`src/rtl/score_bcd_unit.sv`:
```
// Binary score to 4-digit BCD (double-dabble, one bit/cycle) plus session-best tracker.
// Latency: done/bcd valid SCORE_WIDTH+1 cycles after start is accepted; one IDLE cycle between conversions.
// Backpressure: none; start is only honoured in IDLE and is dropped (not queued) while busy.
module score_bcd_unit #(
    parameter int SCORE_WIDTH = 16
) (
    input  logic                   clk,
    input  logic                   rstn,
    input  logic                   start,
    input  logic [SCORE_WIDTH-1:0] score,
    input  logic                   clear_best,
    output logic [15:0]            bcd,
    output logic [15:0]            best_bcd,
    output logic                   busy,
    output logic                   done,
    output logic                   overflow
);

    localparam int CW = $clog2(SCORE_WIDTH + 1);
    localparam logic [13:0] MAX_SCORE = 14'd9999;

    typedef enum logic [1:0] {
        IDLE,
        SHIFT,
        DONE
    } state_t;

    state_t                 state;
    logic [CW-1:0]          cnt;
    logic [15:0]            bcd_sr;
    logic [SCORE_WIDTH-1:0] op_sr;
    logic [13:0]            op_sat;
    logic [13:0]            best_bin;
    logic                   sat_flag;

    logic                   score_big;
    logic [13:0]            sat_in;
    logic [15:0]            bcd_adj;

    always_comb begin
        score_big = (score > SCORE_WIDTH'(MAX_SCORE));
        sat_in    = score_big ? MAX_SCORE : score[13:0];
    end

    // Add-3 correction is 4-bit with no carry; a nibble >=5 lands at most on 12.
    always_comb begin
        bcd_adj = '0;
        for (int i = 0; i < 4; i++) begin
            if (bcd_sr[4*i +: 4] >= 4'd5)
                bcd_adj[4*i +: 4] = bcd_sr[4*i +: 4] + 4'd3;
            else
                bcd_adj[4*i +: 4] = bcd_sr[4*i +: 4];
        end
    end

    always_ff @(posedge clk) begin
        if (!rstn) begin
            state    <= IDLE;
            cnt      <= '0;
            bcd_sr   <= '0;
            op_sr    <= '0;
            op_sat   <= '0;
            best_bin <= '0;
            sat_flag <= 1'b0;
            bcd      <= '0;
            best_bcd <= '0;
            busy     <= 1'b0;
            done     <= 1'b0;
            overflow <= 1'b0;
        end else begin
            done <= 1'b0;
            case (state)
                IDLE: begin
                    busy <= 1'b0;
                    if (start) begin
                        op_sat   <= sat_in;
                        op_sr    <= SCORE_WIDTH'(sat_in);
                        sat_flag <= score_big;
                        bcd_sr   <= '0;
                        cnt      <= CW'(SCORE_WIDTH);
                        busy     <= 1'b1;
                        state    <= SHIFT;
                    end
                end
                SHIFT: begin
                    {bcd_sr, op_sr} <= {bcd_adj[14:0], op_sr, 1'b0};
                    cnt <= cnt - 1'b1;
                    if (cnt == CW'(1))
                        state <= DONE;
                end
                DONE: begin
                    done     <= 1'b1;
                    bcd      <= bcd_sr;
                    overflow <= sat_flag;
                    busy     <= 1'b0;
                    if (op_sat > best_bin) begin
                        best_bin <= op_sat;
                        best_bcd <= bcd_sr;
                    end
                    state <= IDLE;
                end
                default: begin
                    busy  <= 1'b0;
                    state <= IDLE;
                end
            endcase
            // A clear on the same edge as a best update must win.
            if (clear_best) begin
                best_bin <= '0;
                best_bcd <= '0;
            end
        end
    end

endmodule

```
`config.mk`:
```
export PLATFORM = sky130hd
export DESIGN_NAME = score_bcd_unit
export DESIGN_NICKNAME = d
export VERILOG_FILES = /design/src/rtl/score_bcd_unit.sv
export SDC_FILE = /design/constraint.sdc
export NUM_CORES = 1
export LEC_CHECK = 0
export CAP_MARGIN = 5
export CORE_MARGIN = 5
export CORE_UTILIZATION = 50
export CTS_CLUSTER_SIZE = 14
export DETAILED_ROUTE_END_ITERATION = 8
export PLACE_DENSITY = 0.72
export RECOVER_POWER = 50
export SLEW_MARGIN = 20
export SYNTH_ARGS = -nofsm -noshare
export SYNTH_HDL_FRONTEND = slang
export SYNTH_SLANG_ARGS = --single-unit
```
`constraint.sdc`:
```
create_clock -name clk -period 3 [get_ports clk]
set_input_delay 0.3 -clock clk [delete_from_list [all_inputs] [get_ports clk]]
set_output_delay 0.3 -clock clk [all_outputs]
set_load 0.05 [all_outputs]
```
-- After elaboration in Yosys (flattened, before gate mapping)
Cells that the tools add are included.
- RAM bits: 0
- word-level logic and storage cells: 53
- output and inout bits: 35
- latch bits: 0
- memories: 0
- register bits after elaboration: 103
- memory bits (read-only): 0
- shift operators: 0
- divide/modulo/power cells: 0
- multiply operators: 0
- order comparisons: 6
- bitwise operators: 1
- add/sub/neg operators: 5
- muxes and demuxes: 17
- reductions and logical operators: 7
- equal/unequal tests: 5
- operators with widths (operator ; count):
    $pmux 16 s2 ; 2
    $mux 16 ; 2
    $ge 4x3->1 const B ; 4
    $gt 16x14->1 const B ; 1
    $gt 14x14->1 ; 1
    $mux 14 ; 1
    $add 4x2->4 const B ; 3
    $mux 4 ; 3
    $pmux 5 s2 ; 1
    $reduce_and 2->1 ; 4
    $eq 5x1->1 const B ; 1
    $mux 5 ; 1
    $sub 5x1->5 const B ; 1
    $mux 2 ; 2
    $ne 2x2->1 const B ; 2
    $pmux 2 s2 ; 1
    $add 3x2->3 const B ; 1
    $mux 3 ; 1
    $eq 2x1->1 const B ; 1
    $eq 2x2->1 const B ; 1
    $logic_not 2->1 ; 1
    $mux 1 ; 2
    $pmux 1 s2 ; 1
    $reduce_bool 2->1 ; 1
    other kinds (2) ; 2

-- Logic depth before layout (Yosys ltp)
- word-level depth: 4
- gate-level depth with buffers: 8

-- Worst setup path after synthesis
Ideal clock, no wire load.
- path type: reg-to-reg
- start: reg best_bin[13]
- end: reg best_bcd[0]
- arrival time: 1879 ps
- cell stages (with the launch flop): 9
- setup time: 72 ps
- path slack: 1049 ps
- period minus slack after synthesis: 1951 ps
- data required time: 2928 ps
- cells stage by stage: dfxtp_1 -> inv_1 -> ha_1 -> nand2_2 -> nor4_4 -> o31ai_1 -> a221oi_2 -> buf_6 -> mux2i_1
- cells in the longest elaborated chain, start to end: 2
- RTL lines (item ; RTL line ; source):
    start: declaration ; 33 ; logic [13:0] best_bin;
    start signal: assignment ; 97 ; best_bin <= op_sat;
    $gt 14x14->1 ; 96 ; if (op_sat > best_bin) begin
    $reduce_and 2->1 (no source line) ; n/a ;
    end signal: assignment ; 98 ; best_bcd <= bcd_sr;
    end: declaration ; 13 ; output logic [15:0] best_bcd,
No other way between the ends.
A chain may end at the register's enable or synchronous reset.

-- Final worst setup path
- start: in rstn
- end: reg op_sr[10]
- RTL lines (item ; RTL line ; source):
    start: declaration ; 8 ; input logic rstn,
    end signal: assignment ; 77 ; op_sr <= SCORE_WIDTH'(sat_in);
    end signal: assignment ; 86 ; {bcd_sr, op_sr} <= {bcd_adj[14:0], op_sr, 1'b0};
    end: declaration ; 31 ; logic [SCORE_WIDTH-1:0] op_sr;
No word-level cell between the ends.

==> reports/results.md <==
* 10.1 mm — wirelength, routed
* flop to flop — Hold Crit Class
* 631 — net count reported at finish
* 0.0439 — fraction of final layout cells with drive strength greater than 1
* 34 — number of cell rows
* input pin — launching element type of the critical path
* 9 — clock buffers created by TritonCTS
* 103 — TritonCTS Sinks
* 3 — number of H-tree branching levels
* 0 — final antenna diode count
* 790 ps — Register-to-Register Setup Slack
* 0.0667 — Post-Synth Adder-Cell Area
* 3678 — vias in the first global route
* 0 — leftover overflow at the end of global routing
* 0.0667 — proportion of synthesized area in mux cells
* input pin to flop — critical path start-end classification
* 370 ps — worst skew pair latency
* 1.92 nW — cell leakage power
* 1200 ps — actual transition at the worst max-transition pin
* 28 — CP Max Fanout
* 233 — Iter 0 DRT Violations
* false — RSZ-0062 raised after global routing
* 0.823 — crit share post-route
* 105 um — die width
* 8.28 um2 — mean area per synthesized cell
* 2660 ps — CP Data Arrival Time
* 950 ps — largest incremental delay on the critical path
* 105 um — vertical die dimension
* 14.4 um — routed wire length per instance
* 0 — endpoints failing setup
* 5.38 — post-detailed-route via-to-cell ratio
* 0.00778 — xor and xnor area share after synthesis
* best_bin[13] — worst r2r src
* 0.189 — total global routing track utilization
* 0 — antenna violations before repair
* 17.8% — Synth-to-Final Area Change
* complete, no violations — result of the run
* 469 nW/um2 — PD cells
* 0.458 — register area share after synthesis
* 0 — number of setup buffers added after CTS
* 8760 um2 — core footprint
* 2 — Clock Tree Buf Depth
* 41 — post-synthesis cell type count
* 0 — antenna violation net count after detailed routing
* 8 — r2r worst-path depth
* 5140 um2 — DP Area
* 3764 — detailed-route via count
* done — TritonCTS clock tree
* 54 — count of input and output buffers
* 5 — 1st-pass router iterations
* 0 — remaining design rule violation count
* simple AND/OR/NAND/NOR gates — largest family of logic cells by synthesized area
* clkbuf_1 — master of the slowest instance on the critical path
* 0 — number of max-cap violations
* 0.197 — headroom to the max-slew limit
* 0 — number of buffers added to fix hold violations after cts
* 0 ps — Final TNS setup
* 5310 um2 — Non-Filler Cell Area, Final
* 7.16 mm — Post-DP HPWL
* 17.5 mm — first-pass GRT wire length
* 0.514 — effective utilization at floorplan
* 100 ps — Clk pin slew, worst setup/hold paths
* 45 — pin count of the biggest net entering global routing
* 0 — Hold Vio Cnt, Final
* 0 — # resized after CTS
* best_bin[4] — capturing point of the worst reg2reg path
* 588 — Syn Nets
* 4500 um2 — cell area after synthesis
* 103 — synthesis-stage register bit count
* 684 — cell count after placement
* 0.274 mV — Max IR drop VDD
* 11000 um2 — overall die area
* 2 — cell depth of the worst hold path
* 0 — Max Slew Vio Count
* best_bcd[12] — hold path startpoint
* 0 — Yosys warnings
* 14.9 ps — Max Clock Skew
* 700 — Cell Count, Final, Fillers Out
* 544 — cell count after synthesis
* 3190 ps — Critical Path RT
* flop — kind of end point of the critical path
* 0.143 — synthesized-area fraction occupied by ao, oa, aoi and oai cells
* 0.207 — simple-gate area share of the yosys netlist
* 0.864 — Routability Congestion
* dlygate4sd3_1, inv_1, clkbuf_1, a31oi_1 — cells traversed along the worst timing path
* 55 — number of top-level pins
* 2470 ps — time the worst path needs with I/O delays and setup
* 0.405 GHz — upper clock frequency limit
* best_bcd[12] — Hold EP
* clkbuf_8 — CTS root buffer
[cell type report]
cell class / count / area, um2
clock inverters: 6 / 51.3
multi-input cells: 385 / 2220
repair buffers: 62 / 606
inverters: 26 / 97.6
fillers: 789 / 3460
clock buffers: 10 / 138
well taps: 108 / 135
flip-flops and latches: 103 / 2060
[synth_stat cells]
master	n	area, um2
a221o_1	1	10.0
or4_1	1	7.51
a221oi_2	1	15.0
and2_1	2	12.5
nand2_1	144	541
nor2b_1	2	12.5
xnor2_1	4	35.0
dfxtp_1	103	2060
a22o_1	3	26.3
nor4_1	1	6.26
mux2i_1	30	300
nand3_1	27	135
nor3b_1	1	7.51
nand4_1	1	6.26
o21ai_0	3	15.0
a211oi_1	4	30.0
nor2_1	20	75.1
o21bai_1	1	7.51
inv_2	1	3.75
and3_1	1	6.26
o311ai_1	2	17.5
nor3_1	7	35.0
o21ai_1	25	125
ha_1	24	300
a211o_1	1	8.76
a21oi_1	49	245
a22oi_1	2	15.0
or2_1	1	6.26
buf_6	3	33.8
inv_1	25	93.8
o21a_1	2	15.0
o31ai_1	1	7.51
o211ai_1	2	15.0
a211oi_4	1	20.0
nand2b_1	7	43.8
nor4b_1	1	8.76
nor4_4	1	21.3
nand2_2	1	6.26
clkbuf_1	27	101
a31oi_1	10	62.6
a21o_1	1	7.51
[flip-flops by register name (all words and copies together) (netlist names)]
register / count
bcd: 16
bcd_sr: 16
best_bcd: 16
op_sr: 16
best_bin: 14
op_sat: 14
cnt: 5
state: 2
busy: 1
done: 1
overflow: 1
sat_flag: 1
[cell usage in the layout, fill, tap and decap left out, types with 12 or more instances in the layout]
cell,n
dlygate4sd3_1,26
dfxtp_1,103
a21oi_1,49
nor2_1,19
clkdlybuf4s50_1,28
nand3_1,27
nand2_1,144
o21ai_0,12
o21ai_1,16
mux2i_1,30
inv_1,26
ha_1,24
[kinds of logic (layout without fill, tap and decap cells)]
group / Yosys count / in the layout
compound gates: 109 / 109
mux: 30 / 30
fa+ha+maj: 24 / 24
xor+xnor: 4 / 4
buf+inv: 56 / 104
flops: 103 / 103
simple gates: 218 / 218
[per-layer routing]
metal | vias up | wire [um] | track usage
met5 | - | 0 | 0
met4 | 0 | 121 | 0.0521
met3 | 11 | 419 | 0.0462
met2 | 78 | 4780 | 0.304
met1 | 1756 | 4750 | 0.253
li1 | 1919 | - | -
[through the flow]
step / util / hold slack (ps) / power (mW) / setup WS (ps)
after floorplan: - / 418 / 1.61 / 1050
after global placement: 0.586 / 442 / 1.69 / 732
after detailed placement: 0.586 / 447 / 1.70 / 706
after CTS: 0.608 / 464 / 2.53 / 763
after global routing: 0.605 / 477 / 2.61 / 317
final: 0.605 / 456 / 2.49 / 530
[how the worst max path moves through the flow]
| stage | start | endpoint | slack (ps) | depth (start not counted) |
|---|---|---|---|---|
| after floorplan | best_bin[13] | best_bcd[0] | 1050 | 8 |
| after global placement | rstn | bcd_sr[4] | 730 | 5 |
| after detailed placement | rstn | bcd_sr[4] | 710 | 5 |
| after CTS | best_bin[13] | best_bin[4] | 760 | 8 |
| after global routing | rstn | op_sat[0] | 320 | 4 |
| final | rstn | op_sr[10] | 530 | 4 |
[where the power goes]
part	total (mW)	switching (mW)	internal, mW
registers	1.43	0.0270	1.40
logic	0.236	0.148	0.0878
clock network	0.823	0.485	0.338
total	2.49	0.660	1.83
[critical path: cells and delay by family]
family                 cells  cell delay [ps]
AO/OA/AOI/OAI              1              110
buffers and inverters      3             2230
No activity file was read; power rests on OpenSTA's default activity.
